==> config.mk <==
export PLATFORM = sky130hd
export DESIGN_NAME = stepper_btn_conditioner_flat
export DESIGN_NICKNAME = d
export VERILOG_FILES = /design/src/rtl/stepper_btn_conditioner_if.sv /design/src/rtl/stepper_btn_conditioner.sv /design/src/flat_wrapper.sv
export SDC_FILE = /design/constraint.sdc
export NUM_CORES = 1
export LEC_CHECK = 0
export BUFFER_PORTS_ARGS = -buffer_cell sky130_fd_sc_hd__buf_2
export CORE_UTILIZATION = 40
export CTS_CLUSTER_DIAMETER = 100
export DETAILED_ROUTE_END_ITERATION = 7
export GPL_TIMING_DRIVEN = 0
export PLACE_DENSITY = 0.64
export SLEW_MARGIN = 10
export SYNTH_ARGS = -nofsm -noshare
export SYNTH_HDL_FRONTEND = slang
export SYNTH_SLANG_ARGS = --single-unit
export TNS_END_PERCENT = 5
==> constraint.sdc <==
create_clock -name clk -period 2 [get_ports clk]
set_input_delay 0.5 -clock clk [delete_from_list [all_inputs] [get_ports clk]]
set_output_delay 0.5 -clock clk [all_outputs]
set_load 0.02 [all_outputs]
==> src/rtl/stepper_btn_conditioner_if.sv <==
// Button-to-command bundle between the raw button pins, the conditioner and the step sequencer.
// The master side is the conditioner; the slave side supplies buttons and consumes commands.
interface stepper_btn_conditioner_if;
  logic       btn_start_stop;
  logic       btn_direction_control;
  logic       btn_speed;
  logic       run;
  logic       dir;
  logic [1:0] speed_sel;
  logic       cmd_strobe;

  modport master (
    input  btn_start_stop,
    input  btn_direction_control,
    input  btn_speed,
    output run,
    output dir,
    output speed_sel,
    output cmd_strobe
  );

  modport slave (
    output btn_start_stop,
    output btn_direction_control,
    output btn_speed,
    input  run,
    input  dir,
    input  speed_sel,
    input  cmd_strobe
  );
endinterface

==> src/rtl/stepper_btn_conditioner.sv <==
// Synchronises and debounces three buttons and turns clean presses into run/dir/speed commands.
// Optional macro BTN_LONG_PRESS_EN adds a 1 s start/stop hold that forces run=0 and speed_sel=0.
module stepper_btn_conditioner #(
  parameter int unsigned DEBOUNCE_CYCLES    = 270000,
  parameter bit          BTN_ACTIVE_LOW     = 1'b1,
  parameter int unsigned SPEED_LEVELS       = 4,
  parameter bit          DIR_LOCK_WHILE_RUN = 1'b0
) (
  input logic                       clk,
  input logic                       rst_n,
  stepper_btn_conditioner_if.master io
);

  localparam int unsigned CntW      = (DEBOUNCE_CYCLES > 1) ? $clog2(DEBOUNCE_CYCLES) : 1;
  localparam logic [CntW-1:0] CntLast = CntW'(DEBOUNCE_CYCLES - 1);
  localparam logic [2:0] RawIdle    = {3{BTN_ACTIVE_LOW}};
  localparam logic [1:0] SpeedLast  = 2'(SPEED_LEVELS - 1);

  // Bit 0 = start/stop, bit 1 = direction, bit 2 = speed.
  logic [2:0]      raw;
  logic [2:0]      sync1_q, sync2_q, level;
  logic [1:0]      vld_q;
  logic [2:0]      stable_q, stable_prev_q, armed_q, press_q;
  logic [CntW-1:0] cnt_q [3];

  assign raw   = {io.btn_speed, io.btn_direction_control, io.btn_start_stop};
  assign level = BTN_ACTIVE_LOW ? ~sync2_q : sync2_q;

  // A button only arms once it has been seen released after reset, so a button held through
  // reset release never produces a press event.
  always_ff @(posedge clk or negedge rst_n) begin
    if (!rst_n) begin
      sync1_q       <= RawIdle;
      sync2_q       <= RawIdle;
      vld_q         <= '0;
      stable_q      <= '0;
      stable_prev_q <= '0;
      armed_q       <= '0;
      press_q       <= '0;
      for (int i = 0; i < 3; i++) cnt_q[i] <= '0;
    end else begin
      sync1_q       <= raw;
      sync2_q       <= sync1_q;
      vld_q         <= {vld_q[0], 1'b1};
      stable_prev_q <= stable_q;
      press_q       <= stable_q & ~stable_prev_q & armed_q;
      armed_q       <= armed_q | ({3{vld_q[1]}} & ~level);
      for (int i = 0; i < 3; i++) begin
        if (level[i] == stable_q[i]) begin
          cnt_q[i] <= '0;
        end else if (cnt_q[i] == CntLast) begin
          stable_q[i] <= level[i];
          cnt_q[i]    <= '0;
        end else begin
          cnt_q[i] <= cnt_q[i] + CntW'(1);
        end
      end
    end
  end

  logic long_evt;

`ifdef BTN_LONG_PRESS_EN
  localparam logic [24:0] LongLast = 25'd26_999_999;

  logic [24:0] hold_cnt_q;
  logic        hold_done_q, long_q;

  always_ff @(posedge clk or negedge rst_n) begin
    if (!rst_n) begin
      hold_cnt_q  <= '0;
      hold_done_q <= 1'b0;
      long_q      <= 1'b0;
    end else begin
      long_q <= 1'b0;
      if (!stable_q[0]) begin
        hold_cnt_q  <= '0;
        hold_done_q <= 1'b0;
      end else if (!hold_done_q) begin
        if (hold_cnt_q == LongLast) begin
          long_q      <= 1'b1;
          hold_done_q <= 1'b1;
        end else begin
          hold_cnt_q <= hold_cnt_q + 25'd1;
        end
      end
    end
  end

  assign long_evt = long_q;
`else
  assign long_evt = 1'b0;
`endif

  logic       run_q, run_d, dir_q, dir_d, strobe_q, strobe_d, dir_evt;
  logic [1:0] speed_q, speed_d;

  assign dir_evt = press_q[1] & ~(DIR_LOCK_WHILE_RUN & run_q);

  always_comb begin
    run_d   = run_q;
    dir_d   = dir_q;
    speed_d = speed_q;
    if (press_q[0]) run_d = ~run_q;
    if (dir_evt) dir_d = ~dir_q;
    if (press_q[2]) speed_d = (speed_q >= SpeedLast) ? 2'd0 : speed_q + 2'd1;
    if (long_evt) begin
      run_d   = 1'b0;
      speed_d = 2'd0;
    end
    strobe_d = long_evt | (run_d != run_q) | (dir_d != dir_q) | (speed_d != speed_q);
  end

  always_ff @(posedge clk or negedge rst_n) begin
    if (!rst_n) begin
      run_q    <= 1'b0;
      dir_q    <= 1'b0;
      speed_q  <= 2'd0;
      strobe_q <= 1'b0;
    end else begin
      run_q    <= run_d;
      dir_q    <= dir_d;
      speed_q  <= speed_d;
      strobe_q <= strobe_d;
    end
  end

  assign io.run        = run_q;
  assign io.dir        = dir_q;
  assign io.speed_sel  = speed_q;
  assign io.cmd_strobe = strobe_q;

endmodule

==> src/flat_wrapper.sv <==
// flat-port wrapper written by rule: the top's interface ports become plain ports
module stepper_btn_conditioner_flat 
#(
  parameter int unsigned DEBOUNCE_CYCLES    = 270000,
  parameter bit          BTN_ACTIVE_LOW     = 1'b1,
  parameter int unsigned SPEED_LEVELS       = 4,
  parameter bit          DIR_LOCK_WHILE_RUN = 1'b0
)
  (clk, rst_n, io_btn_start_stop, io_btn_direction_control, io_btn_speed, io_run, io_dir, io_speed_sel, io_cmd_strobe);
  stepper_btn_conditioner_if io_i ();
  input logic clk;
  input logic rst_n;
  input wire logic [$bits(io_i.btn_start_stop)-1:0] io_btn_start_stop;
  input wire logic [$bits(io_i.btn_direction_control)-1:0] io_btn_direction_control;
  input wire logic [$bits(io_i.btn_speed)-1:0] io_btn_speed;
  output wire logic [$bits(io_i.run)-1:0] io_run;
  output wire logic [$bits(io_i.dir)-1:0] io_dir;
  output wire logic [$bits(io_i.speed_sel)-1:0] io_speed_sel;
  output wire logic [$bits(io_i.cmd_strobe)-1:0] io_cmd_strobe;
  assign io_i.btn_start_stop = io_btn_start_stop;
  assign io_i.btn_direction_control = io_btn_direction_control;
  assign io_i.btn_speed = io_btn_speed;
  assign io_run = io_i.run;
  assign io_dir = io_i.dir;
  assign io_speed_sel = io_i.speed_sel;
  assign io_cmd_strobe = io_i.cmd_strobe;
  stepper_btn_conditioner #(.DEBOUNCE_CYCLES(DEBOUNCE_CYCLES), .BTN_ACTIVE_LOW(BTN_ACTIVE_LOW), .SPEED_LEVELS(SPEED_LEVELS), .DIR_LOCK_WHILE_RUN(DIR_LOCK_WHILE_RUN)) u_core (.clk(clk), .rst_n(rst_n), .io(io_i));
endmodule
## Word level (Yosys, flattened, before mapping)

Cells that the tools add are included.

- Add/sub/neg operators: 4
- $mul: 0
- Div/mod/pow operators: 0
- $lt $le $gt $ge: 1
- Equal/unequal tests: 9
- Shifts and indexed selects: 0
- Multiplexer cells: 10
- Bitwise logic cells: 14
- Reductions and logical operators: 3

Operators by type and width:

| kind | count |
|---|---|
| $mux W19 | 6 |
| $add A19 B1 Y19 const B | 3 |
| $eq A19 B19 Y1 const B | 3 |
| $and A3 B3 Y3 | 3 |
| $not A3 Y3 | 3 |
| $reduce_and A2 Y1 | 3 |
| $not A1 Y1 | 5 |
| $mux W2 | 2 |
| $eq A1 B1 Y1 | 3 |
| $or A3 B3 Y3 | 1 |
| $add A2 B1 Y2 const B | 1 |
| $ge A2 B2 Y1 const B | 1 |
| $mux W1 | 2 |
| $ne A1 B1 Y1 | 2 |
| $ne A2 B2 Y1 | 1 |
| $or A1 B1 Y1 | 2 |

- Bits in registers: 82
- Bits in latches: 0
- RAM bits: 0
- Memory bits (read-only): 0
- Bits of input ports: 5
- Output and inout port bits: 5
- Word-level logic and storage cells: 57
- Memories: 0

## Logic depth before layout (Yosys ltp)

- Word-level depth: 5
- Gate-level depth with buffers: 6
- Gate-level depth less buffers: 5

## Worst setup path before layout

No wires, ideal clock.

- Kind: register to register
- From: reg u_core.cnt_q[38] (netlist name)
- To: reg u_core.cnt_q[56] (netlist name)
- Setup time: 0.078 ns
- Arrival time: 1.816 ns
- Setup slack: 0.106 ns
- Cell stages (with the launch flop): 6
- Path buffers: 0
- Period minus slack after synthesis: 1.894 ns
- Path through: dfrtp_1 > ha_1 > nand4_4 > or4_4 > or3_1 > a21oi_1

- Cells in the longest elaborated chain, start to end: 3
- Elaborated cells between the ends (all ways): 4
- Classes of those cells: add/sub (1); eq/ne (1); mux (2)

RTL lines:

| item | line | RTL |
|---|---|---|
| from (decl) | stepper_btn_conditioner.sv:24 | `logic [CntW-1:0] cnt_q [3];` |
| from (signal, indexed assignment) | stepper_btn_conditioner.sv:55 | `cnt_q[i] <= cnt_q[i] + CntW'(1);` |
| $add A19 B1 Y19 or $eq A19 B19 Y1 (tied branches) | stepper_btn_conditioner.sv:55, stepper_btn_conditioner.sv:51 |  |
| $mux W19 * | stepper_btn_conditioner.sv:51 | `end else if (cnt_q[i] == CntLast) begin` |
| $mux W19 * | stepper_btn_conditioner.sv:49 | `if (level[i] == stable_q[i]) begin` |

Every way passes the cells marked *; elsewhere a longest branch is shown, timed or not.
A chain may end at the register's enable or synchronous reset.

## Worst setup path after layout

- From: reg u_core.cnt_q[0] (netlist name)
- To: reg u_core.cnt_q[18] (netlist name)

Same word-level chain as after synthesis.

==> results.json <==
{
  "synth_compound_area_frac": 0.0513,
  "globalRouteTotalUtil": 0.146,
  "fp.dieW_um": 98.3,
  "root_buffer": "clkbuf_8",
  "setup_slack_ns": 0.0798,
  "outcome": "completed",
  "clock_skew_ns": 0.0113,
  "max_slew_margin": 0.563,
  "synth_top_family_by_area": "simple AND/OR/NAND/NOR gates",
  "critPathRequiredTime_ns": 2.27,
  "die_area_um2": 9650,
  "reg2reg_from": "u_core.cnt_q[0]",
  "first_pass_iters": 6,
  "maxCapViolations": 0,
  "holdCritPathClass": "input port to async pin",
  "die_h_um": 98.3,
  "synthAdderAreaFrac": 0.0135,
  "pwr_density_cell_nw_per_um2": 712,
  "nets": 376,
  "cp-end-kind": "flop",
  "syn_inst": 342,
  "ys_types": 39,
  "synth-simple-area-share": 0.232,
  "rows": 34,
  "rsz0062_at_grt": "yes",
  "clock-sinks": 82,
  "worst_slew_pin_slew_ns": 0.649,
  "antenna_left": 0,
  "multi_input_area_um2": 1620,
  "critPathLaunchType": "flop",
  "min_period_ns": 1.92,
  "synth_area_per_cell_um2": 10.8,
  "fillCellCount": 796,
  "via_count": 2515,
  "synth.most_common_cell": "dfrtp_1",
  "cts-htree-levels": 3,
  "grt_pass1_vias": 2439,
  "max_freq_ghz": 0.521,
  "post_drt_wl_per_cell_um": 13.2,
  "io_pins": 10,
  "cts.clk_slew.worst_paths_ns": 0.09,
  "pre_cts_ws_ns": -0.161,
  "postRouteWirelength_mm": 6.32,
  "clk_latency_ns": 0.34,
  "post-route-period-util": 0.960,
  "ys.flop_type": "dfrtp_1",
  "regArea_um2": 2060,
  "start_util": 0.419,
  "grt_max_degree": 49,
  "finalHoldViolCount": 0,
  "arrival_ns": 2.19,
  "cts_buffer_depth": 2,
  "grt_first_pass_wirelength_mm": 11.4,
  "crit_start": "u_core.cnt_q[0]",
  "numCtsBuffers": 9,
  "n_antenna_cell": 0,
  "utilization": 0.475,
  "ys_seq_elements": 82,
  "synth_enable_flop_cells": 0,
  "peakVddDrop_mv": 0.380,
  "synth.top_cell.area_share": 0.513,
  "finalSetupViolations": 0,
  "synth.cell_area_um2": 3710,
  "routed_via_density": 5.24,
  "final-max-slew-violation-count": 0,
  "crit_fanout": 5,
  "area.growth.synth_to_final_pct": 13.3,
  "synthXorXnorAreaFrac": 0.116,
  "synth_area_leaders": "dfrtp_1 (51%), xnor2_1 (7.8%), nor2_1 (5.9%), dfstp_2 (4.3%), xor2_1 (3.8%)",
  "synth_largest_area_cell": "dfrtp_1",
  "crit_type": "flop to flop",
  "power_leakage_nw": 1.75,
  "synthMuxAreaShare": 0.0115,
  "synth_common_cells": "dfrtp_1 (76), nor2_1 (58), xnor2_1 (33)",
  "seq_area_frac_synth": 0.556,
  "antenna_found_initial": 0,
  "syn_nets": 351,
  "drt-initial-drc-count": 70,
  "cts_tree": "built",
  "port_buffers": 9,
  "drive_gt1_frac": 0.156,
  "gp_congestion": 0.779,
  "async_flop_share": 1.00,
  "hpwl_mm": 4.29,
  "yosys_warnings": 0,
  "grt_overflow": 0,
  "core_region_area_um2": 8850,
  "cts-hold-fix-buffers": 0,
  "drc": 0
}
[timing repair]
item | in CTS | in global routing
gates resized for setup | 6 | 7
setup endpoints to repair | 33 | 34
pin swaps | 1 | 2
buffers inserted | 0 | 4
[cells in the final DEF, fill, tap and decap left out, types with 3 or more instances in the layout]
| master | count |
|---|---|
| and4_1 | 4 |
| inv_1 | 12 |
| nor2_1 | 58 |
| nand3_1 | 17 |
| dfrtp_1 | 75 |
| buf_4 | 5 |
| nand2_1 | 14 |
| dfstp_2 | 6 |
| a21o_1 | 3 |
| a21oi_1 | 7 |
| clkinv_2 | 3 |
| nor4_1 | 11 |
| or3_1 | 6 |
| o31ai_1 | 3 |
| clkbuf_8 | 9 |
| xnor2_1 | 33 |
| nor3_1 | 12 |
| or4_1 | 3 |
| xor2_1 | 16 |
| o21ai_0 | 6 |
| buf_2 | 10 |
| nand4_2 | 4 |
| nand4_1 | 14 |
[cell families (layout without fill, tap and decap cells)]
family | count (synthesis) | after routing
AO/OA/AOI/OAI | 26 | 26
XOR/XNOR | 49 | 49
adder cells (fa/ha/maj) | 4 | 4
buffers and inverters | 18 | 48
flip-flops | 82 | 82
multiplexers | 4 | 4
other | 1 | 1
AND/OR/NAND/NOR | 158 | 158
[flip-flops by register name, indices dropped and copies added (netlist names)]
name                  flops
u_core.armed_q            3
u_core.sync2_q            3
u_core.io.run             1
u_core.io.dir             1
u_core.io.cmd_strobe      1
u_core.cnt_q             57
u_core.vld_q              2
u_core.sync1_q            3
u_core.stable_q           3
u_core.io.speed_sel       2
u_core.press_q            3
u_core.stable_prev_q      3
[critical path, stage by stage, from the launching register on]
cell and delay, ns:
dfrtp_1 0.43, ha_2 0.27, nand4_4 0.16, or4_4 0.53, or3_1 0.32, a21oi_1 0.14
[report_power, final]
| part | total [mW] | switching [mW] | internal, mW |
|---|---|---|---|
| sequential | 1.71 | 0.0246 | 1.68 |
| clock | 1.17 | 0.592 | 0.575 |
| combinational | 0.113 | 0.0727 | 0.0406 |
| total | 2.99 | 0.689 | 2.30 |
[per-stage QoR]
| step | hold WS, ns | power (mW) | TNS (ns) | instance area (um^2) | cells |
|---|---|---|---|---|---|
| final | 0.104 | 2.99 | 0 | 4200 | 480 |
| after global routing | 0.127 | 3.12 | -0.446 | 4200 | 480 |
| after CTS | 0.112 | 3.02 | 0 | 4130 | 476 |
| after detailed placement | 0.342 | 1.84 | -2.69 | 3920 | 460 |
| after global placement | 0.333 | 1.83 | -18.18 | 3890 | 459 |
| after floorplan | 0.204 | 1.78 | 0 | 3710 | 342 |
[layer usage]
metal  share of wire  vias up  GRT usage  routed length [um]
li1                -     1253          -                   -
met3           0.029        7     0.0358                 182
met1            0.52     1223      0.209                3290
met2            0.44       32      0.217                2770
met4           0.012        0     0.0482                  75
met5               0        -          0                   0
[path summary, 6_finish.rpt]
kind | end | slack (ns) | cells past startpoint
setup / recovery | u_core.cnt_q[18] | 0.08 | 5
hold / removal | u_core.cnt_q[6] | 0.10 | 1
setup reg to reg | u_core.cnt_q[18] | 0.08 | 5
hold reg to reg | u_core.vld_q[1] | 0.35 | 0
max in group asynchronous | u_core.sync1_q[0] | 1.23 | 2
min in group clk | u_core.sync1_q[2] | 0.25 | 1
[final cells by class]
| type | count | share of cell area |
|---|---|---|
| Inverter | 12 | 0.0107 |
| Sequential cell | 82 | 0.491 |
| Buffer | 6 | 0.00954 |
| Clock buffer | 9 | 0.0295 |
| Clock inverter | 7 | 0.0167 |
| Timing Repair Buffer | 14 | 0.0250 |
| Tap cell | 108 | 0.0322 |
| Multi-Input combinational cell | 242 | 0.386 |
Note: power is estimated with default switching activity, not from simulation.
